### src/rtl/edge_event_counter.sv
// Multi-channel edge-event counter: synchronised inputs, edge detection, saturating
// or wrapping per-channel counters, sticky overflow flags and a registered read port.
module edge_event_counter #(
    parameter int NCHAN       = 4,
    parameter int WIDTH       = 8,
    parameter int EDGE_MODE   = 0,
    parameter int SYNC_STAGES = 2,
    parameter int SATURATE    = 1,
    localparam int SELW       = (NCHAN > 1) ? $clog2(NCHAN) : 1
) (
    input  logic             CLK,
    input  logic             RESET_N,
    input  logic [NCHAN-1:0] SIG,
    input  logic             RD_EN,
    input  logic [SELW-1:0]  RD_SEL,
    input  logic             RD_CLR,
    output logic [WIDTH-1:0] XOUT,
    output logic             XVALID,
    output logic [NCHAN-1:0] OVF
);

    localparam logic [WIDTH-1:0] CNT_MAX = '1;

    logic [NCHAN-1:0] sync_p0 [SYNC_STAGES];
    logic [NCHAN-1:0] hist_p1;
    logic [NCHAN-1:0] evt_p2;
    logic [WIDTH-1:0] cnt_p3  [NCHAN];
    logic [NCHAN-1:0] ovf_p3;
    logic [WIDTH-1:0] xout_p4;
    logic             vld_p4;

    logic [NCHAN-1:0] sync_last;
    logic [NCHAN-1:0] evt_raw;
    logic [NCHAN-1:0] sel_hit;
    logic [WIDTH-1:0] rd_data;
    logic [WIDTH-1:0] cnt_nxt [NCHAN];
    logic [NCHAN-1:0] ovf_nxt;

    function automatic logic [NCHAN-1:0] edge_qual(input logic [NCHAN-1:0] cur,
                                                   input logic [NCHAN-1:0] prev);
        case (EDGE_MODE)
            0:       return cur & ~prev;
            1:       return ~cur & prev;
            default: return cur ^ prev;
        endcase
    endfunction

    function automatic logic [WIDTH-1:0] cnt_step(input logic [WIDTH-1:0] c);
        if (c == CNT_MAX)
            return (SATURATE != 0) ? CNT_MAX : '0;
        return c + WIDTH'(1);
    endfunction

    assign sync_last = sync_p0[SYNC_STAGES-1];
    assign evt_raw   = edge_qual(sync_last, hist_p1);

    // Stage 0: input synchroniser chain
    always_ff @(posedge CLK) begin
        if (!RESET_N) begin
            for (int s = 0; s < SYNC_STAGES; s++)
                sync_p0[s] <= '0;
        end else begin
            sync_p0[0] <= SIG;
            for (int s = 1; s < SYNC_STAGES; s++)
                sync_p0[s] <= sync_p0[s-1];
        end
    end

    // Stage 1/2: edge history and registered event pulse
    always_ff @(posedge CLK) begin
        if (!RESET_N) begin
            hist_p1 <= '0;
            evt_p2  <= '0;
        end else begin
            hist_p1 <= sync_last;
            evt_p2  <= evt_raw;
        end
    end

    always_comb begin
        sel_hit = '0;
        rd_data = '0;
        for (int i = 0; i < NCHAN; i++) begin
            if (RD_SEL == SELW'(i)) begin
                sel_hit[i] = 1'b1;
                rd_data    = cnt_p3[i];
            end
        end
    end

    // A clear that coincides with an event keeps that event as the first new count.
    always_comb begin
        ovf_nxt = ovf_p3;
        for (int i = 0; i < NCHAN; i++) begin
            cnt_nxt[i] = cnt_p3[i];
            if (RD_EN && RD_CLR && sel_hit[i]) begin
                cnt_nxt[i] = evt_p2[i] ? WIDTH'(1) : '0;
                ovf_nxt[i] = 1'b0;
            end else if (evt_p2[i]) begin
                cnt_nxt[i] = cnt_step(cnt_p3[i]);
                if (cnt_p3[i] == CNT_MAX)
                    ovf_nxt[i] = 1'b1;
            end
        end
    end

    // Stage 3: counters and overflow flags
    always_ff @(posedge CLK) begin
        if (!RESET_N) begin
            for (int i = 0; i < NCHAN; i++)
                cnt_p3[i] <= '0;
            ovf_p3 <= '0;
        end else begin
            for (int i = 0; i < NCHAN; i++)
                cnt_p3[i] <= cnt_nxt[i];
            ovf_p3 <= ovf_nxt;
        end
    end

    // Stage 4: registered read port, sampling counts before this edge's update
    always_ff @(posedge CLK) begin
        if (!RESET_N) begin
            xout_p4 <= '0;
            vld_p4  <= 1'b0;
        end else begin
            vld_p4 <= RD_EN;
            if (RD_EN)
                xout_p4 <= rd_data;
        end
    end

    assign XOUT   = xout_p4;
    assign XVALID = vld_p4;
    assign OVF    = ovf_p3;

endmodule

### config.mk
export PLATFORM = sky130hd
export DESIGN_NAME = edge_event_counter
export DESIGN_NICKNAME = d
export VERILOG_FILES = /design/src/rtl/edge_event_counter.sv
export SDC_FILE = /design/constraint.sdc
export NUM_CORES = 1
export LEC_CHECK = 0
export CORE_MARGIN = 2
export CORE_UTILIZATION = 35
export DETAILED_ROUTE_END_ITERATION = 8
export DONT_BUFFER_PORTS = 1
export SYNTH_ARGS = -nofsm -noshare
export SYNTH_HDL_FRONTEND = slang
export SYNTH_SLANG_ARGS = --single-unit
export TNS_END_PERCENT = 100
### constraint.sdc
create_clock -name CLK -period 3 [get_ports CLK]
set_input_delay 0.15 -clock CLK [delete_from_list [all_inputs] [get_ports CLK]]
set_output_delay 0.15 -clock CLK [all_outputs]
set_load 0.03 [all_outputs]
==> results of run 1 <==
## flip-flops by register name, summed over array words and instances (netlist names)
name and count:
XOUT 8, XVALID 1, cnt_p3 32, evt_p2 4
hist_p1 4, sync_p0 8, OVF 4
## logic make-up after synthesis
family	Yosys count	synth area share [%]
flops	61	46.1
compound gates	54	12.7
simple gates	95	22.4
buf+inv	22	4.25
mux	20	11.3
fa+ha+maj	4	1.89
xor+xnor	4	1.32
## through the flow
stage                     std cells  utilization [%]  instance area, sq um  hold slack, ps  worst slack, ps
after floorplan                 260                -                  2650             277             1700
final                           367             40.8                  2970             106             1550
after global routing            367             40.8                  2970             109             1460
after global placement          345             36.9                  2690             274             1610
after CTS                       367             40.8                  2970            93.7             1580
after detailed placement        345             36.9                  2690             275             1600
## cells in the final DEF, fill, tap and decap left out, drive strengths merged, types with 9 or more instances in the layout
cell	instances
nand2	9
nand4	10
a31oi	9
a21oi	25
and3	10
clkbuf	10
a211oi	10
dfxtp	61
mux2i	12
and2	13
## per-layer routing
| layer | vias to the layer above | part of all wire (%) | GRT usage [%] |
|---|---|---|---|
| met4 | 0 | 2.4 | 6.19 |
| met2 | 46 | 46 | 22.5 |
| met3 | 14 | 5.0 | 5.15 |
| met5 | - | 0 | 0 |
| li1 | 992 | - | - |
| met1 | 920 | 47 | 17.9 |
## power groups by stage
stage	clock network, mW	registers [mW]	logic [mW]
floorplan	0	0.845	0.0434
finish	0.806	0.830	0.0459
global placement	0	0.847	0.0342
detailed placement	0	0.848	0.0349
CTS	0.827	0.829	0.0465
global route	0.871	0.831	0.0508
## critical path: stages (launching register included)
cell and delay (ps):
sky130_fd_sc_hd__dfxtp_1 420, sky130_fd_sc_hd__ha_1 220, sky130_fd_sc_hd__and3_1 310, sky130_fd_sc_hd__nand4_1 250, sky130_fd_sc_hd__a21oi_1 190
## layout make-up
type,instances,share of cell area [%]
multi-input cells,177,44.2
repair buffers,6,2.02
flip-flops and latches,61,41.1
well taps,99,4.16
inverters,8,1.01
clock inverters,6,2.90
clock buffers,10,4.63
## path summary, 6_finish.rpt
kind / endpoint / cells after the start / slack [ps]
setup reg to reg: OVF[0] / 4 / 1550
hold / removal: cnt_p3[0][3] / 2 / 110
hold reg to reg: evt_p2[3] / 1 / 380
setup / recovery: OVF[0] / 4 / 1550
## synth_stat cells, types with 5 or more instances
cell type,instances
sky130_fd_sc_hd__inv_1,8
sky130_fd_sc_hd__nor2_1,8
sky130_fd_sc_hd__o21ai_0,5
sky130_fd_sc_hd__nor3_1,8
sky130_fd_sc_hd__a211oi_1,8
sky130_fd_sc_hd__and3_1,10
sky130_fd_sc_hd__nand3_1,8
sky130_fd_sc_hd__nand4_1,10
sky130_fd_sc_hd__and4_1,7
sky130_fd_sc_hd__mux2i_1,12
sky130_fd_sc_hd__mux4_2,8
sky130_fd_sc_hd__a21oi_1,25
sky130_fd_sc_hd__a31oi_1,9
sky130_fd_sc_hd__buf_2,9
sky130_fd_sc_hd__nand2_1,9
sky130_fd_sc_hd__dfxtp_1,61
sky130_fd_sc_hd__or3_1,5
sky130_fd_sc_hd__and2_1,13
==> impl_summary.log, run 1 <==
INFO  metric via_per_inst = 5.37
INFO  metric drt_first_pass_iters = 4
INFO  metric post_cts_resized = 0
INFO  metric avgRoutedWirePerCell = 15.2 microns
INFO  metric post-cts-setup-buffers = 0
INFO  metric timing_max_transition_violations_final = 0
INFO  metric total_leakage_power = 1.07 nW
INFO  metric dieArea = 8280 sq um
INFO  metric power.switching_fraction = ~21%
INFO  metric internal-power = 1.33 mW
INFO  metric worstPathMaxFanout = 7
INFO  metric die_x = 91.0 microns
INFO  metric power-per-cell-area = 565 nW/um^2
INFO  metric grtUsageTotal = approximately 14%
INFO  metric tightestPinTransition = ~600 ps
INFO  metric slew_headroom = slightly above 60%
INFO  metric port-buffer-count = 0
INFO  metric detailed_place_hpwl = 3870 microns
INFO  metric post_synth_num_cell_types = 35
INFO  metric cells_taking_the_most_area_after_synthesis = sky130_fd_sc_hd__dfxtp_1 (46%), sky130_fd_sc_hd__mux4_2 (6.8%), sky130_fd_sc_hd__a21oi_1 (4.7%)
INFO  metric final.setup.tns = 0 ps
INFO  metric power_frac_clock = 47.9%
INFO  metric multi_input_comb_area = around 1300 sq um
INFO  metric power.total = approximately 1.7 mW
INFO  metric fillerInstances = around 740
INFO  metric route.final.wire_length = ~5600 microns
INFO  metric cp_data_required_time = 3270 ps
INFO  metric wire_length_of_the_first_global_routing_pass = 9150 microns
INFO  metric grt_antenna_before_repair = 0
INFO  metric critPathLaunchType = flip-flop
INFO  metric cts_buffers = 9
INFO  metric grt_overflow_total = 0
INFO  metric peak_supply_drop = approximately 0.00035 V
INFO  metric grt_pass1_vias = roughly 1800
INFO  metric sequentialPowerShare = 49.3%
INFO  metric unrepaired_setup_endpoints_after_global_routing = false
INFO  metric number_of_instances_in_the_synthesized_netlist = 260
INFO  metric skew = 7.24 ps
INFO  metric drt_first_iter_violations = 84
INFO  metric die_h = 91.0 microns
INFO  metric layout.area.seq = 1220 sq um
INFO  metric timing.hold.worst.class = input pin to flip-flop
INFO  metric final.min_clock_period = 1450 ps
INFO  metric total_switching_power = about 0.35 mW
INFO  metric tritoncts = built
INFO  metric htree_num_levels = 3
INFO  metric post_synth_instance_area = approximately 2600 sq um
INFO  metric antenna_diodes = 0
INFO  metric num_vias = 1972
INFO  metric final_hold_violations = 0
INFO  metric buffer_type_at_the_clock_tree_root = sky130_fd_sc_hd__clkbuf_8
INFO  metric numClockSinks = 61
INFO  metric timing.hold.worst.start = RESET_N
INFO  metric grt_max_degree = 15
INFO  metric postCtsHoldBufs = 6
INFO  metric clkLatencyLatePin = 340 ps
INFO  metric remaining_number_of_nets_flagged_by_the_antenna_check_after_routing = 0
INFO  metric async_flop_share = 0%
INFO  metric synth.yosys.warnings = 0
INFO  metric max_freq = approximately 690 MHz
INFO  metric dominant_cell_type_by_area_after_synthesis = sky130_fd_sc_hd__dfxtp_1
INFO  metric drc = 0
INFO  metric synth_seq_cells = 61
INFO  metric drive_above_1_share = 9.70%
INFO  metric cp_data_arrival_time = 1720 ps
INFO  metric placeableCoreArea = approximately 7300 sq um
INFO  metric setup.worst_path.end_class = flip-flop
INFO  metric synth_sequential_area_ratio = 46.1%
INFO  metric nets = 277
INFO  metric comb_power_share = under 10%
INFO  metric synth_top_flop_cell = sky130_fd_sc_hd__dfxtp_1
INFO  metric finalCritPeriodShare = 48.2%
INFO  metric status = finished clean
INFO  metric r2r_start = cnt_p3[0][0]
INFO  metric max_cap_viol_count = 0
INFO  metric number_of_primary_i_o_pins = 23
INFO  metric syn_avg_cell_area = between 10 and 15 sq um
INFO  metric clock_path_buffers = 2
INFO  metric share_of_the_synthesized_area_in_the_top_cell_type = 46.1%
INFO  metric areaGrowthSynthToFinish = 12.3%
INFO  metric crit_path_start = cnt_p3[0][0]
INFO  metric rows = 31
INFO  metric synth-edff-count = 0
INFO  metric finalSetupViolations = 0
INFO  metric finalWeightedCongestion = 0.782
INFO  metric crit_path_kind = flip-flop to flip-flop
INFO  metric start_util = a little over a third
INFO  metric postSynthNetCount = 274
INFO  metric path_clk_slew = 70 ps
No activity file was read; power rests on OpenSTA's default activity.
==> run 2, diff against run 1 <==
Clock period 3 ns to 1.3 ns, I/O delays scaled along.
==> run 2 against run 1 <==
  * Total power up 140%
  * Routed wire length up 8.3%
  * Critical endpoint is now cnt_p3[0][0]
  * Count of clock-buffer cells in the layout unchanged
  * Sequential power up 130%
  * Clock skew up 1.3 ps
  * Cell area up 11%
  * Critical path type unchanged
  * Combinational power rose to 2.6 times the previous value
  * Non-clock buffer count up 30
  * Worst hold slack worse by 81 ps
  * Via count up 8.9%
==> impl_summary.log, run 2 (synthesized netlist as in run 1, its figures left out) <==
INFO  metric status = finished clean
INFO  metric whs = 25.4 ps (-80.9 ps)
INFO  metric nets = 307 (+11%)
INFO  metric unrepaired_setup_endpoints_after_global_routing = true
INFO  metric grt_max_degree = 15 (unchanged)
INFO  metric placedInstanceArea = 2890 sq um (+7.5%)
INFO  metric setup.worst_path.end_class = flip-flop
INFO  metric tritoncts = built
INFO  metric number_of_primary_i_o_pins = 23 (unchanged)
INFO  metric tightestPinTransition = 616 ps (+32.2 ps)
INFO  metric grtUsageTotal = 14.8% (+0.42 points)
INFO  metric largest_reg_flops = 32 (unchanged)
INFO  metric grt_pass1_vias = 1951 (+5.9%)
INFO  metric power-per-cell-area = 1210 nW/um^2 (+110%)
INFO  metric post-route-util = 45.3% (+4.5 points)
INFO  metric avgRoutedWirePerCell = 15.2 microns (+0.36%)
INFO  metric timing.final.ws_setup = 12.4 ps (-1540 ps)
INFO  metric leading_cell_types_in_the_layout_fill_and_taps_excluded = sky130_fd_sc_hd__dfxtp_1 (47), sky130_fd_sc_hd__buf_4 (30), sky130_fd_sc_hd__a21oi_1 (23)
INFO  metric dieArea = 8280 sq um (unchanged)
INFO  metric cts_buffers = 9 (unchanged)
INFO  metric cp_cell_sequence = ha_2, and3_4, nand4_1, a31oi_1
INFO  metric highest_delay_cell_along_the_critical_path = sky130_fd_sc_hd__dfxtp_2
INFO  metric crit_path_kind = flip-flop to flip-flop
INFO  metric path_clk_slew = 70 ps (about the same)
INFO  metric finalSetupViolations = 0 (unchanged)
INFO  metric total_leakage_power = 1.24 nW (+16%)
INFO  metric skew = 8.52 ps (+1.29 ps)
INFO  metric areaGrowthSynthToFinish = 24.7%
INFO  metric buffer_type_at_the_clock_tree_root = sky130_fd_sc_hd__clkbuf_8
INFO  metric peak_supply_drop = 0.000750 V (+110%)
INFO  metric critPathLaunchType = flip-flop
INFO  metric mostFrequentLayoutCell = sky130_fd_sc_hd__dfxtp_1
INFO  metric wire_length_of_the_first_global_routing_pass = 9650 microns (+5.5%)
INFO  metric htree_num_levels = 3 (unchanged)
INFO  metric numClockSinks = 61 (unchanged)
INFO  metric grt_antenna_before_repair = 0 (unchanged)
INFO  metric placeableCoreArea = 7290 sq um (unchanged)
INFO  metric clock_path_buffers = 2 (unchanged)
INFO  metric max_cap_viol_count = 0 (unchanged)
INFO  metric rows = 31 (unchanged)
INFO  metric top_register = cnt_p3
INFO  metric clkLatencyLatePin = 340 ps (about the same)
INFO  metric remaining_number_of_nets_flagged_by_the_antenna_check_after_routing = 0 (unchanged)
INFO  metric final.setup.tns = 0 ps (unchanged)
INFO  metric cp_data_arrival_time = 1550 ps (-170 ps)
INFO  metric finalCritPeriodShare = 99.0% (+51 points)
INFO  metric num_vias = 2147 (+8.9%)
INFO  metric antenna_diodes = 0 (unchanged)
INFO  metric grt_overflow_total = 0 (unchanged)
INFO  metric start_util = 36.3% (unchanged)
INFO  metric port-buffer-count = 0 (unchanged)
INFO  metric post-place-ws = -38.6 ps (-1630 ps)
INFO  metric worstPathMaxFanout = 5 (-2)
INFO  metric final_hold_violations = 0 (unchanged)
INFO  metric detailed_place_hpwl = 4090 microns (+5.7%)
INFO  metric drt_first_pass_iters = 4 (unchanged)
INFO  metric cp_data_required_time = 1560 ps (-1710 ps)
INFO  metric drc = 0 (unchanged)
INFO  metric route.final.wire_length = 6030 microns (+8.3%)
INFO  metric drt_first_iter_violations = 173 (+110%)
INFO  metric timing.hold.worst.class = input pin to flip-flop
INFO  metric worst_path_largest_cell_delay = 330 ps (-90 ps)
INFO  metric max_freq = 777 MHz (+12%)
INFO  metric die_x = 91.0 microns (unchanged)
INFO  metric timing_max_transition_violations_final = 0 (unchanged)
INFO  metric via_per_inst = 5.42 (+0.90%)
INFO  metric slew_headroom = 58.8% (-2.2 points)
INFO  metric die_h = 91.0 microns (unchanged)
INFO  metric finalWeightedCongestion = 0.812 (+4.0%)
INFO  metric final.min_clock_period = 1290 ps (-160 ps)
INFO  metric drive_above_1_share = 28.3% (+19 points)
INFO  metric final_cell_area = 3300 sq um (+11%)
[run 2: power breakdown]
group / internal, mW / leakage [nW] / switching, mW
logic: 0.0598 / 0.619 / 0.0591
clock network: 1.26 / 0.116 / 0.713
registers: 1.89 / 0.502 / 0.0182
[run 2: cell type report]
type | count | area [sq um]
Clock buffer | 10 | 128
Sequential cell | 61 | 1240
Fill cell | 709 | 3990
Tap cell | 99 | 124
Inverter | 8 | 30.0
Clock inverter | 5 | 100
Timing Repair Buffer | 36 | 288
Multi-Input combinational cell | 177 | 1390
[run 2: timing repair]
action,4_1_cts,5_1_grt
hold buffers,6,0
endpoints found under the hold margin,26,0
resized for setup,8,29
setup endpoints to repair,11,24
setup buffers,0,3
pin swaps,2,8
[run 2: through the flow]
| step | cells | power (mW) |
|---|---|---|
| after floorplan | 260 | 2.05 |
| after global placement | 372 | 2.04 |
| after detailed placement | 372 | 2.04 |
| after CTS | 393 | 4.04 |
| after global routing | 396 | 4.13 |
| final | 396 | 4.00 |
[run 2: final timing paths]
| path | start | endpoint | slack (ps) | cells after the start |
|---|---|---|---|---|
| hold reg to reg | hist_p1[0] | evt_p2[0] | 370 | 1 |
| hold / removal | RD_EN | cnt_p3[0][4] | 30 | 3 |
| setup reg to reg | cnt_p3[0][1] | cnt_p3[0][0] | 10 | 4 |
| setup / recovery | cnt_p3[0][1] | cnt_p3[0][0] | 10 | 4 |
[run 2: critical path: cells and delay by family, from the launching register on]
family	cells	cell delay (ps)
fa+ha+maj	1	170
compound gates	1	230
simple gates	2	480
flops	1	330
[run 2: metal layers]
metal | track usage [%] | vias to the layer above | part of all wire [%]
li1 | - | 1052 | -
met1 | 19.2 | 1015 | 44
met2 | 22.8 | 64 | 48
met3 | 4.90 | 16 | 5.6
met4 | 6.06 | 0 | 2.2
met5 | 0 | - | 0
==> run 3, diff against run 2 <==
Settings changed: ABC_AREA set to 1.
==> run 3 against run 2 <==
  * Via count rose by 19%
  * Register-to-register slack improved by 30 ps
  * Area after synthesis rose by 7.6%
  * Routed wire length rose by 11%
  * Combinational power rose by 92%
  * Sequential share of layout area fell by 3.8 points
  * Cell count rose by 42%
  * Count of clock-buffer cells in the layout rose by 1
  * Largest cell class unchanged
==> impl_summary.log, run 3 <==
INFO  metric wire_length_of_the_first_global_routing_pass = 11100 microns (+15%)
INFO  metric placeableCoreArea = 7810 sq um (+7.1%)
INFO  metric grtUsageTotal = 16.3% (+1.4 points)
INFO  metric rows = 32 (+3.2%)
INFO  metric route.final.wire_length = 6670 microns (+11%)
INFO  metric synth.yosys.warnings = 0 (unchanged)
INFO  metric grt_pass1_vias = 2403 (+23%)
INFO  metric power-per-cell-area = 1080 nW/um^2 (-11%)
INFO  metric largest_reg_flops = 32 (unchanged)
INFO  metric timing.hold.worst.class = input pin to flip-flop
INFO  metric start_util = 36.5% (+0.17 points)
INFO  metric grt_antenna_before_repair = 0 (unchanged)
INFO  metric grt_overflow_total = 0 (unchanged)
INFO  metric critPathLaunchType = flip-flop
INFO  metric synth_top_flop_cell = sky130_fd_sc_hd__dfxtp_1
INFO  metric numClockSinks = 61 (unchanged)
INFO  metric yosysMostFrequentCell = sky130_fd_sc_hd__nand2_1
INFO  metric power.total = 3.92 mW (-1.9%)
INFO  metric number_of_instances_in_the_synthesized_netlist = 402 (+55%)
INFO  metric remaining_number_of_nets_flagged_by_the_antenna_check_after_routing = 0 (unchanged)
INFO  metric unrepaired_setup_endpoints_after_global_routing = true
INFO  metric detailed_place_hpwl = 4490 microns (+9.7%)
INFO  metric timing_max_transition_violations_final = 0 (unchanged)
INFO  metric cells_taking_the_most_area_after_synthesis = sky130_fd_sc_hd__dfxtp_1 (43%), sky130_fd_sc_hd__nand2_1 (14%), sky130_fd_sc_hd__inv_1 (7.2%)
INFO  metric numPlacedInstances = 517 (+39%)
INFO  metric drt_first_iter_violations = 164 (-5.2%)
INFO  metric grt_max_degree = 17 (+2)
INFO  metric post_synth_num_cell_types = 23 (-34%)
INFO  metric die_x = 94.2 microns (+3.5%)
INFO  metric finalWeightedCongestion = 0.814 (+0.23%)
INFO  metric leading_cell_types_in_the_layout_fill_and_taps_excluded = sky130_fd_sc_hd__nand2_1 (110), sky130_fd_sc_hd__dfxtp_1 (55), sky130_fd_sc_hd__inv_1 (55)
INFO  metric peak_supply_drop = 0.000542 V (-28%)
INFO  metric mostFrequentLayoutCell = sky130_fd_sc_hd__nand2_1
INFO  metric post_synth_instance_area = 2850 sq um (+7.6%)
INFO  metric async_flop_share = 0% (unchanged)
INFO  metric top_register = cnt_p3
INFO  metric port-buffer-count = 0 (unchanged)
INFO  metric drt_first_pass_iters = 4 (unchanged)
INFO  metric drc = 0 (unchanged)
INFO  metric status = finished clean
INFO  metric cp_data_required_time = 1560 ps (about the same)
INFO  metric cp_data_arrival_time = 1520 ps (-30 ps)
INFO  metric via_per_inst = 4.56 (-16%)
INFO  metric share_of_the_synthesized_area_in_the_top_cell_type = 42.9% (-3.2 points)
INFO  metric final_cell_area = 3640 sq um (+10%)
INFO  metric max_freq = 798 MHz (+2.7%)
INFO  metric finalCritPeriodShare = 96.4% (-2.6 points)
INFO  metric placedInstanceArea = 3090 sq um (+6.9%)
INFO  metric num_vias = 2556 (+19%)
INFO  metric setup.worst_path.end_class = flip-flop
INFO  metric fillerInstances = 771 (+8.7%)
INFO  metric post-route-util = 46.6% (+1.3 points)
INFO  metric nets = 467 (+52%)
INFO  metric dieArea = 8880 sq um (+7.2%)
INFO  metric die_h = 94.2 microns (+3.5%)
INFO  metric clock_path_buffers = 2 (unchanged)
INFO  metric finalSetupViolations = 0 (unchanged)
INFO  metric tightestPinTransition = 447 ps (-169 ps)
INFO  metric path_clk_slew = 70 ps (about the same)
INFO  metric clkLatencyLatePin = 340 ps (about the same)
INFO  metric skew = 11.3 ps (+2.79 ps)
INFO  metric drive_above_1_share = 18.3% (-9.9 points)
INFO  metric tritoncts = built
INFO  metric slew_headroom = 70.2% (+11 points)
INFO  metric synth_seq_cells = 61 (unchanged)
INFO  metric avgRoutedWirePerCell = 11.9 microns (-22%)
INFO  metric htree_num_levels = 3 (unchanged)
INFO  metric crit_path_kind = flip-flop to flip-flop
INFO  metric final_cells = 561 (+42%)
INFO  metric synth-edff-count = 0 (unchanged)
INFO  metric final_hold_violations = 0 (unchanged)
INFO  metric number_of_primary_i_o_pins = 23 (unchanged)
INFO  metric postSynthNetCount = 416 (+52%)
INFO  metric final.min_clock_period = 1250 ps (-34.0 ps)
INFO  metric worstPathMaxFanout = 4 (-1)
INFO  metric final.setup.tns = 0 ps (unchanged)
INFO  metric total_leakage_power = 1.61 nW (+30%)
INFO  metric cts_buffers = 9 (unchanged)
INFO  metric buffer_type_at_the_clock_tree_root = sky130_fd_sc_hd__clkbuf_8
INFO  metric syn_avg_cell_area = 7.09 sq um (-30%)
INFO  metric synth_sequential_area_ratio = 42.9% (-3.2 points)
INFO  metric areaGrowthSynthToFinish = 27.8%
INFO  metric dominant_cell_type_by_area_after_synthesis = sky130_fd_sc_hd__dfxtp_1
INFO  metric max_cap_viol_count = 0 (unchanged)
INFO  metric synth.top_cells.by_count = sky130_fd_sc_hd__nand2_1 (110), sky130_fd_sc_hd__dfxtp_1 (61), sky130_fd_sc_hd__inv_1 (55)
## run 3: cell types whose count changed in the layout (fill, tap and decap cells not counted), sizes merged, moves of 10 or more
cell         before  now
mux2i            12    1
and3             10    0
a211oi           10    0
and2             13    0
nor2              8   51
a21oi            25   37
inv               8   61
dlygate4sd3       5   19
nand4            10    0
nand3             8   32
nand2             9  118
## run 3: logic make-up (layout without fill, tap and decap cells)
logic type / count (synthesis) / count (layout) / share of synthesized area (%)
AND/OR/NAND/NOR: 204 / 204 / 33.0
buffers and inverters: 68 / 124 / 9.27
flip-flops: 61 / 61 / 42.9
adder cells (fa/ha/maj): 4 / 4 / 1.76
other: 0 / 1 / 0
XOR/XNOR: 8 / 8 / 2.46
AO/OA/AOI/OAI: 56 / 56 / 10.3
multiplexers: 1 / 1 / 0.351
## run 3: through the flow
step	hold WS (ps)	worst slack, ps
6_report	9.12	46.4
5_1_grt	26.9	-42.8
4_1_cts	4.99	13.1
3_5_place_dp	165	-2.83
3_3_place_gp	163	45.0
2_1_floorplan	163	155
## run 3: path summary, 6_finish.rpt
check	from	to	slack, ps	depth (start not counted)
setup / recovery	cnt_p3[1][0]	cnt_p3[1][1]	50	7
hold / removal	RD_SEL[0]	XOUT[1]	9	4
setup reg to reg	cnt_p3[1][0]	cnt_p3[1][1]	50	7
hold reg to reg	hist_p1[3]	evt_p2[3]	380	1
## run 3: layer usage
layer	vias to the layer above	share of wire (%)	global-route usage (%)
met5	-	0	0
met4	0	1.1	6.52
met3	8	4.7	4.90
met2	39	46	25.2
met1	1146	48	21.1
li1	1363	-	-
## run 3: power breakdown
group          total, mW  internal [mW]  switching (mW)
Clock               1.76          0.993           0.772
Combinational      0.229         0.0966           0.132
Sequential          1.93           1.90          0.0233
Total               3.92           2.99           0.927
## run 3: area by class of cell
type / instances / area [sq um] / area share, %
antenna: 1 / 2.50 / 0.0688
clock buffer: 11 / 151 / 4.16
clock inverter: 5 / 57.6 / 1.58
inverter: 61 / 231 / 6.36
multi-input combinational: 273 / 1430 / 39.2
sequential: 61 / 1230 / 33.8
tap: 102 / 128 / 3.51
timing repair buffer: 47 / 410 / 11.3
## run 3: worst max-delay path: stages, from the launching register on
cell and delay [ps]:
sky130_fd_sc_hd__dfxtp_2 370, sky130_fd_sc_hd__ha_4 160, sky130_fd_sc_hd__nand2_4 60, sky130_fd_sc_hd__nor2_4 150, sky130_fd_sc_hd__nand2_4 80, sky130_fd_sc_hd__nor2_4 170, sky130_fd_sc_hd__inv_4 70, sky130_fd_sc_hd__a21oi_2 130
## run 3: what timing repair did
item	4_1_cts	5_1_grt
endpoints found under the hold margin	43	0
buffers inserted	2	4
endpoints found under the setup margin	4	31
hold buffers	21	0
gates resized for setup	3	19
pin swaps	1	7
